## src/rtl/axis_flit_tx_if.sv

```systemverilog
// AXI-Stream beat channel feeding axis_flit_tx; master drives the beat, slave returns tready.
interface axis_flit_tx_if #(
  parameter int TDATA_WIDTH = 128,
  parameter int DEST_WIDTH  = 4
);
  logic                   axis_tvalid;
  logic                   axis_tready;
  logic [TDATA_WIDTH-1:0] axis_tdata;
  logic                   axis_tlast;
  logic [DEST_WIDTH-1:0]  axis_tdest;

  modport master (
    output axis_tvalid, axis_tdata, axis_tlast, axis_tdest,
    input  axis_tready
  );

  modport slave (
    input  axis_tvalid, axis_tdata, axis_tlast, axis_tdest,
    output axis_tready
  );
endinterface

```

## src/rtl/axis_flit_tx.sv

```systemverilog
// AXIS-to-NoC flit serializer with credit-based flow control (one beat held, LSB flit first).
// Optional statistics (flit_count, credit_err) are enabled by defining AXIS_FLIT_TX_STATS_EN.
module axis_flit_tx #(
  parameter int TDATA_WIDTH          = 128,
  parameter int DEST_WIDTH           = 4,
  parameter int SERIALIZATION_FACTOR = 1,
  parameter int FLIT_BUFFER_DEPTH    = 1,
  localparam int FLIT_WIDTH          = TDATA_WIDTH / SERIALIZATION_FACTOR,
  localparam int CW                  = $clog2(FLIT_BUFFER_DEPTH + 1)
) (
  input  logic                  clk_noc,
  input  logic                  rst_n,
  axis_flit_tx_if.slave         axis,
  output logic [FLIT_WIDTH-1:0] data_out,
  output logic [DEST_WIDTH-1:0] dest_out,
  output logic                  is_tail_out,
  output logic                  send_out,
  input  logic                  credit_in
`ifdef AXIS_FLIT_TX_STATS_EN
  ,
  output logic [31:0]           flit_count,
  output logic                  credit_err
`endif
);

  localparam int IW = (SERIALIZATION_FACTOR > 1) ? $clog2(SERIALIZATION_FACTOR) : 1;
  localparam logic [IW-1:0] LAST_IDX   = IW'(SERIALIZATION_FACTOR - 1);
  localparam logic [CW-1:0] MAX_CREDIT = CW'(FLIT_BUFFER_DEPTH);

  typedef enum logic {IDLE, SEND} state_t;

  state_t                 state_q, state_d;
  logic [IW-1:0]          idx_q, idx_d;
  logic [CW-1:0]          credit_cnt_q, credit_cnt_d;
  logic                   ready_en_q;
  logic [TDATA_WIDTH-1:0] data_q;
  logic [DEST_WIDTH-1:0]  dest_q;
  logic                   last_q;

  logic buf_valid;
  logic last_flit;
  logic send_now;
  logic accept;

  assign buf_valid = (state_q == SEND);
  assign last_flit = (idx_q == LAST_IDX);
  assign send_now  = buf_valid && (credit_cnt_q != '0);
  // ready_en_q keeps tready low through reset and for the first cycle after release.
  assign axis.axis_tready = ready_en_q && (!buf_valid || (send_now && last_flit));
  assign accept    = axis.axis_tvalid && axis.axis_tready;

  // NOTE: every signal written here gets a default first so no latch is inferred.
  always_comb begin
    state_d = state_q;
    idx_d   = idx_q;
    case (state_q)
      IDLE: if (accept) state_d = SEND;
      SEND: if (send_now && last_flit && !accept) state_d = IDLE;
    endcase
    if (send_now) idx_d = last_flit ? '0 : idx_q + IW'(1);
  end

  always_comb begin
    credit_cnt_d = credit_cnt_q;
    case ({send_now, credit_in})
      2'b10:   credit_cnt_d = credit_cnt_q - CW'(1);
      2'b01:   if (credit_cnt_q != MAX_CREDIT) credit_cnt_d = credit_cnt_q + CW'(1);
      default: credit_cnt_d = credit_cnt_q;
    endcase
  end

  // NOTE: non-blocking assignments so every flop samples pre-edge values.
  always_ff @(posedge clk_noc or negedge rst_n) begin
    if (!rst_n) begin
      state_q      <= IDLE;
      idx_q        <= '0;
      credit_cnt_q <= MAX_CREDIT;
      ready_en_q   <= 1'b0;
      send_out     <= 1'b0;
      is_tail_out  <= 1'b0;
      data_out     <= '0;
      dest_out     <= '0;
    end else begin
      state_q      <= state_d;
      idx_q        <= idx_d;
      credit_cnt_q <= credit_cnt_d;
      ready_en_q   <= 1'b1;
      send_out     <= send_now;
      if (send_now) begin
        data_out    <= data_q[int'(idx_q) * FLIT_WIDTH +: FLIT_WIDTH];
        dest_out    <= dest_q;
        is_tail_out <= last_q && last_flit;
      end
    end
  end

  // NOTE: the payload register needs no reset; state qualifies it, so it stays plain flops.
  always_ff @(posedge clk_noc) begin
    if (accept) begin
      data_q <= axis.axis_tdata;
      dest_q <= axis.axis_tdest;
      last_q <= axis.axis_tlast;
    end
  end

`ifdef AXIS_FLIT_TX_STATS_EN
  logic credit_drop;
  assign credit_drop = credit_in && !send_now && (credit_cnt_q == MAX_CREDIT);

  always_ff @(posedge clk_noc or negedge rst_n) begin
    if (!rst_n) begin
      flit_count <= '0;
      credit_err <= 1'b0;
    end else begin
      if (send_now)    flit_count <= flit_count + 32'd1;
      if (credit_drop) credit_err <= 1'b1;
    end
  end
`endif

endmodule

```

## src/flat_wrapper.sv

```systemverilog
// flat-port wrapper written by rule: the top's interface ports become plain ports
module axis_flit_tx_flat 
#(
  parameter int TDATA_WIDTH          = 128,
  parameter int DEST_WIDTH           = 4,
  parameter int SERIALIZATION_FACTOR = 1,
  parameter int FLIT_BUFFER_DEPTH    = 1,
  localparam int FLIT_WIDTH          = TDATA_WIDTH / SERIALIZATION_FACTOR,
  localparam int CW                  = $clog2(FLIT_BUFFER_DEPTH + 1)
)
  (clk_noc, rst_n, data_out, dest_out, is_tail_out, send_out, credit_in, axis_axis_tvalid, axis_axis_tdata, axis_axis_tlast, axis_axis_tdest, axis_axis_tready);
  axis_flit_tx_if #(.TDATA_WIDTH(TDATA_WIDTH), .DEST_WIDTH(DEST_WIDTH)) axis_i ();
  input  logic clk_noc;
  input  logic rst_n;
  output logic [FLIT_WIDTH-1:0] data_out;
  output logic [DEST_WIDTH-1:0] dest_out;
  output logic is_tail_out;
  output logic send_out;
  input  logic credit_in;
  input wire logic [$bits(axis_i.axis_tvalid)-1:0] axis_axis_tvalid;
  input wire logic [$bits(axis_i.axis_tdata)-1:0] axis_axis_tdata;
  input wire logic [$bits(axis_i.axis_tlast)-1:0] axis_axis_tlast;
  input wire logic [$bits(axis_i.axis_tdest)-1:0] axis_axis_tdest;
  output wire logic [$bits(axis_i.axis_tready)-1:0] axis_axis_tready;
  assign axis_i.axis_tvalid = axis_axis_tvalid;
  assign axis_i.axis_tdata = axis_axis_tdata;
  assign axis_i.axis_tlast = axis_axis_tlast;
  assign axis_i.axis_tdest = axis_axis_tdest;
  assign axis_axis_tready = axis_i.axis_tready;
  axis_flit_tx #(.TDATA_WIDTH(TDATA_WIDTH), .DEST_WIDTH(DEST_WIDTH), .SERIALIZATION_FACTOR(SERIALIZATION_FACTOR), .FLIT_BUFFER_DEPTH(FLIT_BUFFER_DEPTH)) u_core (.clk_noc(clk_noc), .rst_n(rst_n), .axis(axis_i), .data_out(data_out), .dest_out(dest_out), .is_tail_out(is_tail_out), .send_out(send_out), .credit_in(credit_in));
endmodule
```

## config.mk

```make
export PLATFORM = sky130hd
export DESIGN_NAME = axis_flit_tx_flat
export DESIGN_NICKNAME = d
export VERILOG_FILES = /design/src/rtl/axis_flit_tx_if.sv /design/src/rtl/axis_flit_tx.sv /design/src/flat_wrapper.sv
export SDC_FILE = /design/constraint.sdc
export NUM_CORES = 1
export LEC_CHECK = 0
export BUFFER_PORTS_ARGS = -buffer_cell sky130_fd_sc_hd__buf_4
export CORE_MARGIN = 3
export CORE_UTILIZATION = 51
export DETAILED_ROUTE_END_ITERATION = 12
export GPL_TIMING_DRIVEN = 1
export PLACE_DENSITY_LB_ADDON = 0.3
export SLEW_MARGIN = 20
export SYNTH_ARGS = -nofsm -noshare
export SYNTH_HDL_FRONTEND = slang
export SYNTH_SLANG_ARGS = --single-unit
```

## constraint.sdc

```tcl
create_clock -name clk_noc -period 9.2 [get_ports clk_noc]
set_clock_uncertainty 0.1 [all_clocks]
set_input_delay 0.46 -clock clk_noc [delete_from_list [all_inputs] [get_ports clk_noc]]
set_output_delay 0.46 -clock clk_noc [all_outputs]
set_load 0.01 [all_outputs]
```

# [Word level (Yosys, flattened, before mapping)]
# Index checks and enable logic that the tools add are counted.
[totals] ramBits=0 latchBits=0 ff_bits=271 output_inout_bits=135 romBits=0 input_bits=137 mem_count=0
[classes] n_mul=0 n_addsub=3 bitwise=2 reduce_logical=10 n_shift=1 n_lt_le_gt_ge=0 muxes=6 n_eq_ne=2 div=0
[ops] operator="$shiftx A128 B9 Y128" n=1
[ops] operator="$logic_and A1 B1 Y1" n=6
[ops] operator="$mux W1" n=4
[ops] operator="$pmux W1 S2" n=2
[ops] operator="$add A1 B1 Y1 const B" n=2
[ops] operator="$eq A2 B1 Y1 const B" n=1
[ops] operator="$eq A2 B2 Y1 const B" n=1
[ops] operator="$logic_not A1 Y1" n=2
[ops] operator="$not A1 Y1" n=2
[ops] operator="$reduce_bool A2 Y1" n=1
[ops] operator="$logic_or A1 B1 Y1" n=1
[ops] operator="$sub A1 B1 Y1 const B" n=1

# [Logic depth before layout (Yosys ltp)]
[logic_depth] word_depth=9 ltp_mapped=5

# [Worst setup path before layout]
# No wires, ideal clock.
[synth_timing] path_type="reg2reg" startpoint="register u_core.credit_cnt_q" endpoint="register u_core.data_q[0], enable pin" path_slack_ps=1920 setup_time_ps=642 n_path_buf=0 arrival_time_ps=6538 synth_period_minus_slack_ps=7280 path_stages_with_launch=3 path_cell_list="dfstp_2 > nand2b_1 > nor2b_1"
[synth_via] elab_chain_len=5
[synth_lines] item="start: declaration" line="axis_flit_tx.sv:34" text="logic [CW-1:0] credit_cnt_q, credit_cnt_d;"
[synth_lines] item="start signal: assignment" line="axis_flit_tx.sv:86" text="credit_cnt_q <= credit_cnt_d;"
[synth_lines] item="$logic_and A1 B1 Y1" line="axis_flit_tx.sv:47" text="assign send_now = buf_valid && (credit_cnt_q != '0);"
[synth_lines] item="$logic_and A1 B1 Y1" line="axis_flit_tx.sv:49" text="assign axis.axis_tready = ready_en_q && (!buf_valid || (send_now && last_flit));"
[synth_lines] item="$logic_or A1 B1 Y1" line="axis_flit_tx.sv:49"
[synth_lines] item="$logic_and A1 B1 Y1" line="axis_flit_tx.sv:49"
[synth_lines] item="$logic_and A1 B1 Y1" line="axis_flit_tx.sv:50" text="assign accept = axis.axis_tvalid && axis.axis_tready;"
[synth_lines] item="named net u_core.accept" line="axis_flit_tx.sv:43" text="logic accept;"
[synth_lines] item="end signal: assignment" line="axis_flit_tx.sv:100" text="data_q <= axis.axis_tdata;"
[synth_lines] item="end: declaration" line="axis_flit_tx.sv:36" text="logic [TDATA_WIDTH-1:0] data_q;"
# The timed path passes the listed nets, and every way through them passes these cells.
# A chain may end at the register's enable or synchronous reset.

# [Worst setup path in the final report]
[layout_timing] startpoint="register u_core.credit_cnt_q" endpoint="register u_core.data_out[45]"
[layout_via] elab_chain_len=1
[layout_lines] item="$logic_and A1 B1 Y1" line="axis_flit_tx.sv:47"
[layout_lines] item="end signal: assignment" line="axis_flit_tx.sv:90" text="data_out <= data_q[int'(idx_q) * FLIT_WIDTH +: FLIT_WIDTH];"
[layout_lines] item="end: declaration" line="axis_flit_tx.sv:14" text="output logic [FLIT_WIDTH-1:0] data_out,"
# Every way passes these cells.

==> flow_summary_export.csv <==
group,metric,value,unit
die,die_w,141.8,um
detailed_routing,met1_length,8680,um
final_layout,syn_to_final_growth,41.67,%
sta,fmax,349.2,MHz
synthesis,ys_warn_count,0,
final_layout,nFillCells,1046,
synthesis,synth_fp_nets,566,
worst_setup_path,r2r_cells,4,
detailed_routing,drtPass1Iterations,4,
clock_network,clock_path_buffers,3,
sta,period_needed,2.864,ns
synthesis,synthAdderAreaFrac,0.001330,
place,routabilityCongestion,0.8101,
sta,finalCritPeriodShare,0.3113,
die,rows,49,
worst_setup_path,cp.arrival,3.18,ns
sta,worst_pin_slew,1.011,ns
clock_network,clock_latency,0.52,ns
synthesis,synth_cells,428,
detailed_routing,maxUsedRoutingLayer,"met4",
global_routing,grt_max_degree,81,
final_layout,fin_cells,1058,
synthesis,synth-simple-area-share,0.003858,
sta,tns,0,ns
final_layout,fin_area,13320,sq um
worst_setup_path,crit_fanout,80,
die,io_pins,272,
synthesis,synth-xor-area-share,0,
global_routing,grt_usage,0.2058,
synthesis,ys_types,17,
worst_setup_path,start_kind,"register",
sta,holdWs,0.02057,ns
clock_network,clkTransAtPathRegs,0.07,ns
synthesis,synthMuxAreaShare,0.1839,
place,placed_area,11580,sq um
final_layout,drive_above_1_share,0.5545,
worst_hold_path,hold_class,"input port to register",
clock_network,cts_buffers,27,
power_and_ir_drop,vdd_drop_max,0.2110,mV
worst_setup_path,r2r_end,"u_core.data_out[45]",
sta,rsz0062_at_grt,"false",
detailed_routing,route.met2.wl,10270,um
sta,drv_slew,0,
outcome,status,"finished clean",
synthesis,syn-cell-area,9404,sq um
die,die_h,141.8,um
synthesis,avgSynthCellArea,21.97,sq um
power_and_ir_drop,total_leakage_power,5.749,nW
place,dpl.cell_count,918,
worst_setup_path,required,9.51,ns
run,max_cap_viol_count,0,
clock_network,cts_tree,"done",
synthesis,synth_top_family_by_area,"multiplexers",
clock_network,post_cts_buffers,0,
detailed_routing,wirelength,21250,um
detailed_routing,vias,5267,
synthesis,synth_compound_area_frac,0,
detailed_routing,wl_per_cell,20.09,um
clock_network,cts_sinks,270,
worst_setup_path,r2r-start,"u_core.credit_cnt_q",
worst_setup_path,reg2reg_slack,6.34,ns
detailed_routing,drc,0,
detailed_routing,drtIter0Drc,270,
die,die_area,20100,sq um
place,hpwl,12530,um
final_layout,nNetsFinal,943,
die,start_util,0.5217,
global_routing,overflow,0,
place,io_buffers,271,
power_and_ir_drop,power.density,320.6,nW/um^2
detailed_routing,wl_met3,1641,um
worst_hold_path,whs_path_depth,1,
synthesis,ys_ff_latch,270,
global_routing,grt_pass1_wl,32230,um
die,coreArea,18020,sq um
sta,setup_viol,0,
clock_network,htreeDepth,1,
global_routing,antenna_found_initial,3,
detailed_routing,drtAntennaViolNets,0,
worst_hold_path,worstHoldEndpoint,"u_core.dest_q[1]",
global_routing,grt_pass1_vias,5731,
sta,hold_viol_final,0,
sta,relSlewSlack,0.3261,
worst_hold_path,hold_path_startpoint,"axis_axis_tdest[1]",
clock_network,clockRootBuffer,"clkbuf_16",
detailed_routing,via_per_inst,4.978,
power_and_ir_drop,p_total,4.271,mW
worst_setup_path,worstSetupPathType,"register to register",
worst_setup_path,worst_setup_path_end_kind,"register",
synthesis,synth_seq_area_share,0.7894,
logic make-up (layout without fill, tap and decap cells):
group,Yosys count,count (layout)
buffers and inverters,15,413
adders and majority gates,1,1
other,1,4
DFF,270,270
and+or+nand+nor,7,7
muxes,134,134
state kept, by name (all words and copies together), names as in the netlist:
| signal | cells |
|---|---|
| u_core.buf_valid | 1 |
| u_core.credit_cnt_q | 1 |
| u_core.data_out | 128 |
| u_core.data_q | 128 |
| u_core.dest_out | 4 |
| u_core.dest_q | 4 |
| u_core.is_tail_out | 1 |
| u_core.last_q | 1 |
| u_core.ready_en_q | 1 |
| u_core.send_out | 1 |
critical path: stages (launching register included):
cell	delay, ns
dfstp_2	0.56
nand2_2	0.11
inv_6	0.60
buf_4	0.80
mux2_2	0.44
layer usage:
| layer | global-route usage | vias to the layer above |
|---|---|---|
| met1 | 0.2788 | 2644 |
| met5 | 0 | - |
| li1 | - | 2339 |
| met2 | 0.3295 | 241 |
| met4 | 0.06212 | 0 |
| met3 | 0.05730 | 43 |
worst max-delay path by stage:
stage                         from                   to  cells past startpoint
3_5_place_dp   u_core.credit_cnt_q  u_core.data_out[27]                      4
5_1_grt        u_core.credit_cnt_q  u_core.data_out[45]                      4
2_1_floorplan  u_core.credit_cnt_q     u_core.data_q[0]                      2
4_1_cts        u_core.credit_cnt_q  u_core.data_out[27]                      4
6_report       u_core.credit_cnt_q  u_core.data_out[45]                      4
3_3_place_gp   u_core.credit_cnt_q  u_core.data_out[47]                      4
area by class of cell:
class                      count  area (sq um)  area share
inverter                       1         8.758   0.0006574
clock inverter                13         95.09    0.007137
clock buffer                  37         773.2     0.05804
sequential                   270          7423      0.5572
timing repair buffer         362          2939      0.2206
tap                          229         286.5     0.02151
multi-input combinational    143          1789      0.1343
antenna                        3         7.507   0.0005635
metrics by stage:
stage / setup slack, ns / util
2_1_floorplan: 1.920 / -
3_3_place_gp: 6.492 / 0.6422
3_5_place_dp: 6.411 / 0.6422
4_1_cts: 6.420 / 0.7332
5_1_grt: 6.239 / 0.7391
6_report: 6.336 / 0.7391
power by group:
group	total (mW)	switching, mW	leakage [nW]	internal, mW
logic	1.35	0.542	2.45	0.811
clock network	1.06	0.448	0.443	0.616
registers	1.85	0.218	2.85	1.64
cell usage after synthesis:
cell,n,area share
and2_1,1,0.00067
buf_12,7,0.015
buf_4,7,0.0056
conb_1,1,0.00040
dfrtp_1,136,0.36
dfstp_2,1,0.0028
edfxtp_1,133,0.42
ha_1,1,0.0013
inv_4,1,0.00067
mux2_2,74,0.089
mux2_4,59,0.094
mux2i_1,1,0.0011
nand2_1,2,0.00080
nand2_2,1,0.00067
nand2b_1,1,0.00067
nor2_1,1,0.00040
nor2b_1,1,0.00067
repair_timing:
| action | in CTS | in global routing |
|---|---|---|
| gates resized for setup | 0 | 0 |
| endpoints found under the hold margin | 136 | 10 |
| hold buffers | 77 | 10 |
placed cells by master, fill, tap and decap left out, types with 2 or more instances in the layout:
cell	count
edfxtp_1	133
clkbuf_16	27
dfrtp_1	136
mux2_2	74
clkinv_2	10
clkbuf_1	4
buf_4	274
mux2_4	59
clkbuf_8	6
inv_6	2
dlygate4sd3_1	87
diode_2	3
nand2_1	2
Note: power is estimated with default switching activity, not from simulation.
